$ cat src/rtl/fsmc_pkg.sv
// Shared FSMC definitions: bus widths, default phase lengths and the initiator state encoding.
package fsmc_pkg;

  localparam int FSMC_ADDR_W  = 18;
  localparam int FSMC_DATA_W  = 16;
  localparam int FSMC_ADDSET  = 5;
  localparam int FSMC_ADDHLD  = 4;
  localparam int FSMC_DATAST  = 8;
  localparam int FSMC_BUSTURN = 3;

  typedef enum logic [2:0] {
    ST_IDLE  = 3'd0,
    ST_ADDR  = 3'd1,
    ST_AHOLD = 3'd2,
    ST_DATA  = 3'd3,
    ST_TURN  = 3'd4
  } fsmc_state_e;

  function automatic int fsmc_max4(input int a, input int b, input int c, input int d);
    int m;
    m = a;
    if (b > m) m = b; else m = m;
    if (c > m) m = c; else m = m;
    if (d > m) m = d; else m = m;
    return m;
  endfunction

endpackage

$ cat src/rtl/fsmc_phase_cnt.sv
// Loadable down-counter that times one bus phase; zero_o marks the last cycle of the phase.
module fsmc_phase_cnt #(
  parameter int W = 4
) (
  input  logic         clk_i,
  input  logic         rst_i,
  input  logic         load_i,
  input  logic [W-1:0] load_val_i,
  output logic         zero_o
);

  logic [W-1:0] cnt_q;
  logic [W-1:0] cnt_d;

  // load on phase entry, otherwise count down and park at zero
  always_comb begin
    cnt_d = cnt_q;
    if (load_i) begin
      cnt_d = load_val_i;
    end else if (cnt_q != '0) begin
      cnt_d = cnt_q - W'(1);
    end else begin
      cnt_d = cnt_q;
    end
  end

  // counter register
  always_ff @(posedge clk_i or posedge rst_i) begin
    if (rst_i) cnt_q <= '0;
    else       cnt_q <= cnt_d;
  end

  assign zero_o = (cnt_q == '0);

endmodule

$ cat src/rtl/fsmc_master.sv
// FSMC initiator: turns single-beat requests into multiplexed AD bus cycles.
// Every pad output is registered and decoded from the next state.
module fsmc_master
  import fsmc_pkg::*;
#(
  parameter int ADDR_W  = FSMC_ADDR_W,
  parameter int DATA_W  = FSMC_DATA_W,
  parameter int ADDSET  = FSMC_ADDSET,
  parameter int ADDHLD  = FSMC_ADDHLD,
  parameter int DATAST  = FSMC_DATAST,
  parameter int BUSTURN = FSMC_BUSTURN
) (
  input  logic              clk_i,
  input  logic              rst_i,
  input  logic              req_valid_i,
  output logic              req_ready_o,
  input  logic              req_write_i,
  input  logic [ADDR_W-1:0] req_addr_i,
  input  logic [DATA_W-1:0] req_wdata_i,
  output logic              rsp_valid_o,
  output logic [DATA_W-1:0] rsp_rdata_o,
  output logic              busy_o,
  output logic              nadv_o,
  output logic              nwe_o,
  output logic              noe_o,
  output logic [ADDR_W-1:0] ad_out_o,
  output logic              ad_oe_o,
  input  logic [ADDR_W-1:0] ad_in_i
);

  localparam int MAX_PH = fsmc_max4(ADDSET, ADDHLD, DATAST, BUSTURN);
  localparam int CNT_W  = $clog2(MAX_PH) + 1;

  if (ADDSET < 1 || ADDHLD < 1 || DATAST < 1 || BUSTURN < 1) begin : g_bad_phase
    $error("fsmc_master: every phase length must be at least 1");
  end

  fsmc_state_e       state_q, state_d;
  logic              write_q, write_d;
  logic [ADDR_W-1:0] addr_q, addr_d;
  logic [DATA_W-1:0] wdata_q, wdata_d;
  logic [DATA_W-1:0] rdata_q, rdata_d;
  logic              nadv_q, nadv_d, nwe_q, nwe_d, noe_q, noe_d;
  logic              ad_oe_q, ad_oe_d;
  logic [ADDR_W-1:0] ad_out_q, ad_out_d;
  logic              rsp_valid_q, rsp_valid_d, busy_q, busy_d, req_ready_q, req_ready_d;
  logic              accept_s, zero_s, load_s;
  logic [CNT_W-1:0]  load_val_s;
  logic              unused_s;

  assign accept_s = req_valid_i && req_ready_q;
  assign unused_s = ^ad_in_i[ADDR_W-1:DATA_W];

  fsmc_phase_cnt #(.W(CNT_W)) u_phase_cnt (
    .clk_i      (clk_i),
    .rst_i      (rst_i),
    .load_i     (load_s),
    .load_val_i (load_val_s),
    .zero_o     (zero_s)
  );

  // next state, request latching, read capture and registered pad decode
  always_comb begin
    state_d     = state_q;
    write_d     = write_q;
    addr_d      = addr_q;
    wdata_d     = wdata_q;
    rdata_d     = rdata_q;
    load_s      = 1'b0;
    load_val_s  = '0;
    rsp_valid_d = 1'b0;
    case (state_q)
      ST_IDLE: begin
        if (accept_s) begin
          state_d    = ST_ADDR;
          write_d    = req_write_i;
          addr_d     = req_addr_i;
          wdata_d    = req_wdata_i;
          load_s     = 1'b1;
          load_val_s = CNT_W'(ADDSET - 1);
        end else begin
          state_d = ST_IDLE;
        end
      end
      ST_ADDR: begin
        if (zero_s) begin
          state_d    = ST_AHOLD;
          load_s     = 1'b1;
          load_val_s = CNT_W'(ADDHLD - 1);
        end else begin
          state_d = ST_ADDR;
        end
      end
      ST_AHOLD: begin
        if (zero_s) begin
          state_d    = ST_DATA;
          load_s     = 1'b1;
          load_val_s = CNT_W'(DATAST - 1);
        end else begin
          state_d = ST_AHOLD;
        end
      end
      ST_DATA: begin
        if (zero_s) begin
          state_d    = ST_TURN;
          load_s     = 1'b1;
          load_val_s = CNT_W'(BUSTURN - 1);
          if (!write_q) rdata_d = ad_in_i[DATA_W-1:0];
          else          rdata_d = rdata_q;
        end else begin
          state_d = ST_DATA;
        end
      end
      ST_TURN: begin
        if (zero_s) begin
          state_d     = ST_IDLE;
          rsp_valid_d = 1'b1;
        end else begin
          state_d = ST_TURN;
        end
      end
      default: state_d = ST_IDLE;
    endcase

    nadv_d   = 1'b1;
    nwe_d    = 1'b1;
    noe_d    = 1'b1;
    ad_oe_d  = 1'b0;
    ad_out_d = '0;
    case (state_d)
      ST_ADDR: begin
        nadv_d   = 1'b0;
        ad_oe_d  = 1'b1;
        ad_out_d = addr_d;
      end
      ST_AHOLD: begin
        ad_oe_d  = 1'b1;
        ad_out_d = addr_d;
        nwe_d    = !write_d;
      end
      ST_DATA: begin
        if (write_d) begin
          nwe_d    = 1'b0;
          ad_oe_d  = 1'b1;
          ad_out_d = ADDR_W'(wdata_d);
        end else begin
          noe_d = 1'b0;
        end
      end
      ST_TURN: begin
        if (write_d) begin
          ad_oe_d  = 1'b1;
          ad_out_d = ADDR_W'(wdata_d);
        end else begin
          ad_oe_d = 1'b0;
        end
      end
      default: ad_oe_d = 1'b0;
    endcase
    busy_d      = (state_d != ST_IDLE);
    req_ready_d = (state_d == ST_IDLE);
  end

  // state, latched request and registered outputs
  always_ff @(posedge clk_i or posedge rst_i) begin
    if (rst_i) begin
      state_q     <= ST_IDLE;
      write_q     <= 1'b0;
      addr_q      <= '0;
      wdata_q     <= '0;
      rdata_q     <= '0;
      nadv_q      <= 1'b1;
      nwe_q       <= 1'b1;
      noe_q       <= 1'b1;
      ad_oe_q     <= 1'b0;
      ad_out_q    <= '0;
      rsp_valid_q <= 1'b0;
      busy_q      <= 1'b0;
      req_ready_q <= 1'b1;
    end else begin
      state_q     <= state_d;
      write_q     <= write_d;
      addr_q      <= addr_d;
      wdata_q     <= wdata_d;
      rdata_q     <= rdata_d;
      nadv_q      <= nadv_d;
      nwe_q       <= nwe_d;
      noe_q       <= noe_d;
      ad_oe_q     <= ad_oe_d;
      ad_out_q    <= ad_out_d;
      rsp_valid_q <= rsp_valid_d;
      busy_q      <= busy_d;
      req_ready_q <= req_ready_d;
    end
  end

  assign req_ready_o = req_ready_q;
  assign rsp_valid_o = rsp_valid_q;
  assign rsp_rdata_o = rdata_q;
  assign busy_o      = busy_q;
  assign nadv_o      = nadv_q;
  assign nwe_o       = nwe_q;
  assign noe_o       = noe_q;
  assign ad_oe_o     = ad_oe_q;
  assign ad_out_o    = ad_out_q;

endmodule
$ cat config.mk
export PLATFORM = sky130hd
export DESIGN_NAME = fsmc_master
export DESIGN_NICKNAME = d
export VERILOG_FILES = /design/src/rtl/fsmc_pkg.sv /design/src/rtl/fsmc_phase_cnt.sv /design/src/rtl/fsmc_master.sv
export SDC_FILE = /design/constraint.sdc
export NUM_CORES = 1
export LEC_CHECK = 0
export CELL_PAD_IN_SITES_DETAIL_PLACEMENT = 0
export CELL_PAD_IN_SITES_GLOBAL_PLACEMENT = 1
export CORE_MARGIN = 2
export CORE_UTILIZATION = 25
export CTS_CLUSTER_SIZE = 16
export DETAILED_ROUTE_END_ITERATION = 10
export HOLD_SLACK_MARGIN = 0.15
export PLACE_DENSITY_LB_ADDON = 0.25
export SYNTH_ARGS = -nofsm -noshare
export SYNTH_HDL_FRONTEND = slang
export SYNTH_SLANG_ARGS = --single-unit
$ cat constraint.sdc
create_clock -name clk_i -period 2.7 [get_ports clk_i]
set_input_delay 0.405 -clock clk_i [delete_from_list [all_inputs] [get_ports clk_i]]
set_output_delay 0.405 -clock clk_i [all_outputs]
set_load 0.02 [all_outputs]
* Word-level counts from Yosys, hierarchy flattened
Cells that the tools add are included.
** Storage, ports and cells
- Bits in registers :: 83
- Bits in latches :: 0
- Bits in writable memories :: 0
- Memory bits (read-only) :: 0
- Input port bits :: 56
- Output and inout port bits :: 41
- Word-level logic and storage cells :: 67
- Memories :: 0
** Operators by class
- Add/subtract/negate cells :: 1
- $mul :: 0
- Div/mod/pow operators :: 0
- $lt $le $gt $ge :: 0
- Eq/ne operators :: 8
- Shift-type cells :: 0
- Multiplexer cells :: 31
- Bitwise gates (word level) :: 1
- Reduce and logical (&&, ||, !) cells :: 12
** Operator list (count)
- $mux W16 :: 3
- $mux W18 :: 2
- $pmux W18 S2 :: 1
- $pmux W3 S5 :: 1
- $eq A3 B2 Y1 const B :: 4
- $mux W3 :: 4
- $pmux W3 S4 :: 1
- $mux W1 :: 11
- $mux W4 :: 2
- $eq A3 B1 Y1 const B :: 2
- $eq A3 B3 Y1 const B :: 2
- $logic_not A3 Y1 :: 2
- $mux W2 :: 3
- $pmux W1 S2 :: 3
- $logic_not A4 Y1 :: 1
- $reduce_bool A4 Y1 :: 1
- $reduce_or A2 Y1 :: 2
- $sub A4 B1 Y4 const B :: 1
- $reduce_and A3 Y1 :: 1
- $reduce_bool A3 Y1 :: 1
- $reduce_or A3 Y1 :: 1
- $reduce_bool A2 Y1 :: 1
- $logic_and A1 B1 Y1 :: 1
- $logic_not A1 Y1 :: 1
- $not A1 Y1 :: 1

* Depth between registers and ports, before layout
Gate-level depths: netlist (run 1).
- Depth in word-level cells :: 6
- Mapped depth :: 7
- Mapped depth without buffers :: 6

* Cells and area by module
A second synthesis (run 1) with hierarchy kept.
** Unflattened totals
- Cells, all modules :: 220
- Area total of the unflattened synthesis :: 3260.6 um^2
** Modules (own cells, without submodules)
- fsmc_master :: instances 1, cells an instance 196, area each 3025.4 um^2, sequential area each 1981.9 um^2
- fsmc_phase_cnt :: instances 1, cells an instance 24, area each 235.2 um^2, sequential area each 100.1 um^2

* Worst setup path after synthesis (run 1)
OpenSTA, ideal clock, no wires.
- Kind :: register to register
- Start :: reg u_phase_cnt.cnt_q[0]
- End :: reg rdata_q[10], in the netlist rsp_rdata_o[10]
- Library setup time :: 125 ps
- Data arrival time :: 1891 ps
- Required time :: 2575 ps
- Setup slack :: 684 ps
- Stages on the path, launching flop included :: 8
- Path buffers :: 1
- Clock period less this slack :: 2016 ps
- Cells stage by stage :: dfrtp_1 inv_1 ha_1 nor4bb_1 nand2b_1 nor2_2 buf_6 mux2_2
** Between the ends
- Longest elaborated chain between the ends :: 2
** RTL lines
- start: declaration :: RTL line fsmc_phase_cnt.sv:12 : logic [W-1:0] cnt_q;
- start signal: assignment :: RTL line fsmc_phase_cnt.sv:30 : else cnt_q <= cnt_d;
- $logic_not A4 Y1 :: RTL line fsmc_phase_cnt.sv:33 : assign zero_o = (cnt_q == '0);
- $reduce_and A3 Y1 (no source line)
- end signal: assignment :: RTL line fsmc_master.sv:185 : rdata_q <= rdata_d;
- end: declaration :: RTL line fsmc_master.sv:42 : logic [DATA_W-1:0] rdata_q, rdata_d;
No other way between the ends.
A chain may end at the register's enable or synchronous reset.

* Worst setup path in the final report (run 1)
- Start :: reg u_phase_cnt.cnt_q[0]
- End :: reg rdata_q[13], in the netlist rsp_rdata_o[13]
Same word-level chain as after synthesis.

==> impl_results.md, run 1 <==
- Status: complete, no violations
- Width of the die: 124 um
- Crit Reg-Reg Startpoint: u_phase_cnt.cnt_q[0]$_DFFE_PP0P_
- Sw frac: 35.5%
- Post-Syn Area: 3630 sq um
- Final setup fails: 0
- Drt pass-1 iters: 4
- Ys flop type: dfrtp_1
- Final period utilization: 79.7%
- PostCTS Resize Cnt: 0
- CTS Buf Count: 9
- Worst Setup End Kind: flop
- Core Region: 14400 sq um
- Min-delay worst type: input port to asynchronous set/reset pin
- Cell breakdown of the critical path: inv_1 -> ha_1 -> nor4bb_1 -> nand2b_1 -> nor2_2 -> buf_4 -> mux2_2
- Grt total ovfl: 0
- Die Area: 15500 sq um
- FF+latch area: 2080 sq um
- CTS Hold Bufs: 0
- Combinational cell fraction of total power: 42.7%
- Post-DRT Antenna Nets: 0
- Cells after DPL: 588
- FMAX: 465 MHz
- Post-synthesis instance total: 319
- Area added between synthesis and finish: 39.4%
- Area of the multi-input gates: 1350 sq um
- Sw Pwr: 2.03 mW
- PD cells: 1130 nW/um^2
- Total Routing Usage GR: 11.5%
- Unrepaired setup endpoints after global routing: false
- Post-synth cell types: 34
- Vias in the first global route: 2603
- Max clock buf depth: 2
- Routability Congestion: 0.710
- Post-CTS Setup Bufs: 0
- Num ports: 97
- Max-slew headroom: 47.0%
- FF+latch count, synth: 83
- Root Buffer: clkbuf_16
- First-pass GRT wire length: 13600 um
- Post-synthesis sequential area ratio: 57.4%
- Syn_nets: 376
- Total clock sinks: 83
- Number of synthesis warnings: 0
- Data arrival, critical path: 2380 ps
- Starting Density: 25.3%
- Routed len/inst: 13.9 um
- CP Launch Type: flop
- CTS tree: built
- Vias per inst: 4.23
- Share of cells above drive strength 1: 18.6%
- Dpl hpwl: 5570 um
- Peak fanout along the critical path: 16
- FFs w/ async S/R, synth: 100%
- Clock period minus worst slack: 2150 ps
- CTS H-tree lvls: 3
- Syn Area/Cell: 11.4 sq um
- Vias: 2557
- Top-area cell type share of the netlist area: 54.5%
- Worst slew pin tran: 795 ps
- Initial antenna violation count: 0
- Peak VDD IR: 0.322 mV
- Drt drc: 0
- Non-filler instance count after layout: 604
- Critical path class: flop to flop
- Worst-skew pair later-pin latency: 350 ps
- DRT iter0 DRCs: 59
- Top post-synthesis cells by area: dfrtp_1 54%, nand2_1 8.9%, mux2_2 7.8%
- Antenna Diode Count: 0
- Post-synth EDFFs: 0
- Routed wire length: 8390 um
- Count leader, synth: nand2_1
- Crit path required time: 2930 ps
- Max_cap viols: 0
- Port Buf Inserts: 94
- Final Max Slew Viols: 0
- Clk slew on worst S/H paths: 60 ps
- Pleak: 2.27 nW
- Largest net degree at the start of global routing: 44
- FILL cells: 1460
- Die Span Y: 124 um
- Post-synth top cells: 86 x nand2_1, 79 x dfrtp_1, 25 x mux2_2
- Clock network power share: 20.4%
- Sequential power share: 36.9%
- FP Rows: 44
- CP Launch Point: u_phase_cnt.cnt_q[0]$_DFFE_PP0P_
- CP max stage delay: 490 ps
- Clk_skew: 6.44 ps
- Synth area leader: dfrtp_1
- Final Hold Fails: 0
- Total negative slack: 0 ps
- Pint: 3.68 mW
- Final net count: 472
- Slowest stage cell, crit path: nor4bb_1
==> flip-flops by register name, summed over array words and instances, names as in the netlist <==
signal and flops:
rsp_rdata_o 16, req_ready_o 1, noe_o 1, busy_o 1
u_phase_cnt.cnt_q 4, write_q 1, nadv_o 1, nwe_o 1
addr_q 18, state_q 3, ad_out_o 18, wdata_q 16
rsp_valid_o 1, ad_oe_o 1
==> kinds of logic (layout without fill, tap and decap cells) <==
| logic type | after synthesis | count (layout) | share of synthesized area, % |
|---|---|---|---|
| compound gates | 29 | 29 | 6.62 |
| xor+xnor | 1 | 1 | 0.241 |
| simple gates | 115 | 115 | 13.7 |
| mux | 51 | 51 | 16.2 |
| fa+ha+maj | 1 | 1 | 0.345 |
| flops | 83 | 83 | 57.4 |
| buf+inv | 39 | 140 | 5.62 |
==> power by group through the flow <==
stage	sequential (mW)	clock, mW	combinational (mW)
finish	2.11	1.16	2.44
global route	2.19	1.27	2.69
CTS	2.12	1.22	2.50
detailed placement	2.13	0	2.50
global placement	2.12	0	2.47
floorplan	2.30	0	1.42
==> final timing paths <==
check | end | slack (ps) | cells past startpoint
max | rsp_rdata_o[13]$_DFFE_PP0P_ | 550 | 7
min | addr_q[4]$_DFF_PP0_ | 310 | 2
max reg2reg | rsp_rdata_o[13]$_DFFE_PP0P_ | 550 | 7
min reg2reg | wdata_q[1]$_DFF_PP0_ | 470 | 2
max in group asynchronous | nwe_o$_DFF_PP1_ | 1710 | 3
min in group clk_i | wdata_q[1]$_DFF_PP0_ | 470 | 2
==> metal layers <==
metal | global-route usage [%] | part of all wire [%]
met5 | 0 | 0
met4 | 5.16 | 2.0
met3 | 3.65 | 4.9
met2 | 18.0 | 46
met1 | 14.6 | 47
==> cells in the final DEF (no fill, tap or decap), types with 2 or more instances in the layout <==
cell type        netlist  final
inv_1                 20     19
dfrtp_1               79     79
mux2_4                 9      9
clkdlybuf4s50_1        0     94
nand3_1                2      2
buf_12                 1      2
buf_4                  1      8
nor2b_1                3      3
mux2i_1               17     17
o21ai_0                3      3
nor3b_1                2      2
nand2b_1               7      7
nand2_1               86     86
o22ai_2                9      9
clkbuf_8               0      2
nor2_1                 6      6
a21oi_1                4      4
o22ai_1               10     10
dfstp_2                4      4
clkbuf_16              0      9
mux2_2                25     25
clkinv_2               0      5
nor3_1                 2      2
==> cell type report <==
cell class,instances,share of cell area (%)
flip-flops and latches,83,41.1
multi-input cells,197,26.7
repair buffers,104,20.6
clock buffers,11,5.00
well taps,184,4.55
inverters,20,1.51
clock inverters,5,0.544
==> per-stage QoR <==
stage               hold slack [ps]  utilization, %  instance area [sq um]  power [mW]  setup slack, ps
finish                          311            35.2                   5060        5.71              547
global route                    336            35.2                   5060        6.14              343
CTS                             310            35.2                   5060        5.83              509
detailed placement              463            33.3                   4780        4.63              436
global placement                458            33.3                   4780        4.59              447
floorplan                       446               -                   3630        3.72              165
==> worst max-delay path, delay by kind of cell (launching register included) <==
family / cells / cell delay (ps)
adders and majority gates: 1 / 200
buffers and inverters: 2 / 320
and+or+nand+nor: 3 / 750
DFF: 1 / 400
muxes: 1 / 360
No activity file was read; power rests on OpenSTA's default activity.
==> inputs of run 2 (changes only) <==
clock period = 2.2 ns   (was 2.7 ns; I/O delays follow)
==> impl_results.md, run 2 (same netlist as run 1, synthesis figures left out) <==
- Core Util, Final: 35.8% (+0.57 points)
- Clock period minus worst slack: 1950 ps (-200 ps)
- Total negative slack: 0 ps (unchanged)
- Pint: 4.58 mW (+24%)
- Total power: 7.08 mW (+24%)
- M2 GR Usage: 18.5% (+0.51 points)
- Commonest non-fill, non-tap cell in the layout: clkdlybuf4s50_1
- Peak VDD IR: 0.546 mV (+70%)
- Routed wire length: 8460 um (+0.88%)
- Total Routing Usage GR: 11.8% (+0.29 points)
- Clock network power share: 19.6% (-0.8 points)
- Sw Pwr: 2.50 mW (+23%)
- Sw frac: 35.3% (-0.18 points)
- GRT busiest layer: met2
- Pleak: 2.31 nW (+1.6%)
- Combinational cell fraction of total power: 44.7% (+2.0 points)
- Die Span Y: 124 um (unchanged)
- Dpl ws: 108 ps (-328 ps)
- Port Buf Inserts: 94 (unchanged)
- Largest net degree at the start of global routing: 84 (+91%)
- Area added between synthesis and finish: 41.7%
- Max clock buf depth: 2 (unchanged)
- Worst-skew pair later-pin latency: 340 ps (about the same)
- CP Launch Type: flop
- Core Region: 14400 sq um (unchanged)
- Drt drc: 0 (unchanged)
- Post-CTS Setup Bufs: 0 (unchanged)
- Width of the die: 124 um (unchanged)
- Vias per inst: 4.19 (-0.98%)
- Post-DRT Antenna Nets: 0 (unchanged)
- Worst slew pin tran: 466 ps (-329 ps)
- DRT iter0 DRCs: 63 (+6.8%)
- Sequential power share: 35.7% (-1.2 points)
- Clk_skew: 7.45 ps (+1.01 ps)
- Final net count: 478 (+1.3%)
- Most frequent cells in the layout: 94 x clkdlybuf4s50_1, 86 x nand2_1, 79 x dfrtp_1
- FP Rows: 44 (unchanged)
- Routed len/inst: 13.9 um (-0.11%)
- Num ports: 97 (unchanged)
- Final Max Slew Viols: 0 (unchanged)
- Worst Setup End Kind: flop
- Antenna Diode Count: 0 (unchanged)
- PnR worst setup slack: 248 ps (-300 ps)
- Met3 usage in global routing: 4.51% (+0.86 points)
- Final period utilization: 88.7% (+9.0 points)
- Dpl hpwl: 5620 um (+0.88%)
- Data arrival, critical path: 2170 ps (-210 ps)
- Starting Density: 25.3% (unchanged)
- Routability Congestion: 0.681 (-4.0%)
- Final Hold Fails: 0 (unchanged)
- Die Area: 15500 sq um (unchanged)
- Status: complete, no violations
- FMAX: 512 MHz (+10%)
- M1 GR Usage: 14.7% (+0.14 points)
- PD cells: 1380 nW/um^2 (+22%)
- Total clock sinks: 83 (unchanged)
- Max_cap viols: 0 (unchanged)
- Vias: 2557 (unchanged)
- Drt pass-1 iters: 4 (unchanged)
- Peak fanout along the critical path: 16 (unchanged)
- CTS Buf Count: 9 (unchanged)
- CTS H-tree lvls: 3 (unchanged)
- Max-slew headroom: 68.9% (+22 points)
- Final setup fails: 0 (unchanged)
- Share of cells above drive strength 1: 19.7% (+1.1 points)
- Min-delay worst type: input port to asynchronous set/reset pin
- First-pass GRT wire length: 14300 um (+4.7%)
- CTS tree: built
- Grt total ovfl: 0 (unchanged)
- Root Buffer: clkbuf_16
- Clk slew on worst S/H paths: 60 ps (about the same)
- Critical path class: flop to flop
- Vias in the first global route: 2703 (+3.8%)
- Crit path required time: 2420 ps (-510 ps)
- Initial antenna violation count: 0 (unchanged)
- Unrepaired setup endpoints after global routing: false
-- run 2: path summary, 6_finish.rpt --
path | startpoint | endpoint | slack (ps) | cells after the start
max | u_phase_cnt.cnt_q[0]$_DFFE_PP0P_ | rsp_rdata_o[13]$_DFFE_PP0P_ | 250 | 7
min | rst_i | rsp_rdata_o[12]$_DFFE_PP0P_ | 460 | 3
max reg2reg | u_phase_cnt.cnt_q[0]$_DFFE_PP0P_ | rsp_rdata_o[13]$_DFFE_PP0P_ | 250 | 7
min reg2reg | wdata_q[12]$_DFF_PP0_ | wdata_q[12]$_DFF_PP0_ | 470 | 2
max in group asynchronous | rst_i | wdata_q[2]$_DFF_PP0_ | 1370 | 3
min in group clk_i | wdata_q[12]$_DFF_PP0_ | wdata_q[12]$_DFF_PP0_ | 470 | 2
-- run 2: through the flow --
stage | area (sq um) | std cells | hold WS (ps)
after global routing | 5140 | 610 | 492
after global placement | 4860 | 594 | 458
after CTS | 5140 | 610 | 477
after floorplan | 3630 | 319 | 435
after detailed placement | 4860 | 594 | 462
final | 5140 | 610 | 458
-- run 2: final cells by class --
class                           instances  area (sq um)
Tap cell                              184           230
Clock inverter                          5          28.8
Fill cell                            1472          9230
Inverter                               20          78.8
Multi-Input combinational cell        197          1360
Sequential cell                        83          2080
Clock buffer                           11           243
Timing Repair Buffer                  110          1120
-- run 2: metal layers --
layer / share of wire (%) / routed length [um] / vias to the layer above
met5: 0 / 0 / -
met4: 2.2 / 189 / 0
met3: 7.1 / 600 / 14
met2: 46 / 3930 / 83
met1: 44 / 3740 / 1210
li1: - / - / 1250
-- run 2: repair_timing --
action / in CTS / in global routing
hold buffers: 0 / 0
gates resized for setup: 0 / 1
setup endpoints to repair: 0 / 16
-- run 2: critical path: stages, from the launching register on --
cell and delay (ps):
dfrtp_1 400, inv_1 60, ha_1 200, nor4bb_2 370, nand2b_1 150, nor2_2 150
buf_12 160, mux2_2 340
-- run 2: power groups by stage --
| stage | clock, mW | sequential [mW] | combinational [mW] |
|---|---|---|---|
| 2_1_floorplan | 0 | 2.82 | 1.75 |
| 3_3_place_gp | 0 | 2.55 | 3.19 |
| 3_5_place_dp | 0 | 2.56 | 3.22 |
| 4_1_cts | 1.45 | 2.54 | 3.23 |
| 5_1_grt | 1.52 | 2.62 | 3.48 |
| 6_report | 1.39 | 2.53 | 3.17 |
==> inputs of run 3 (changes only) <==
SLEW_MARGIN = 20   (was not set)
==> results of run 3 <==
Same layout as run 2: the final DEF is identical, and so are final timing and power.
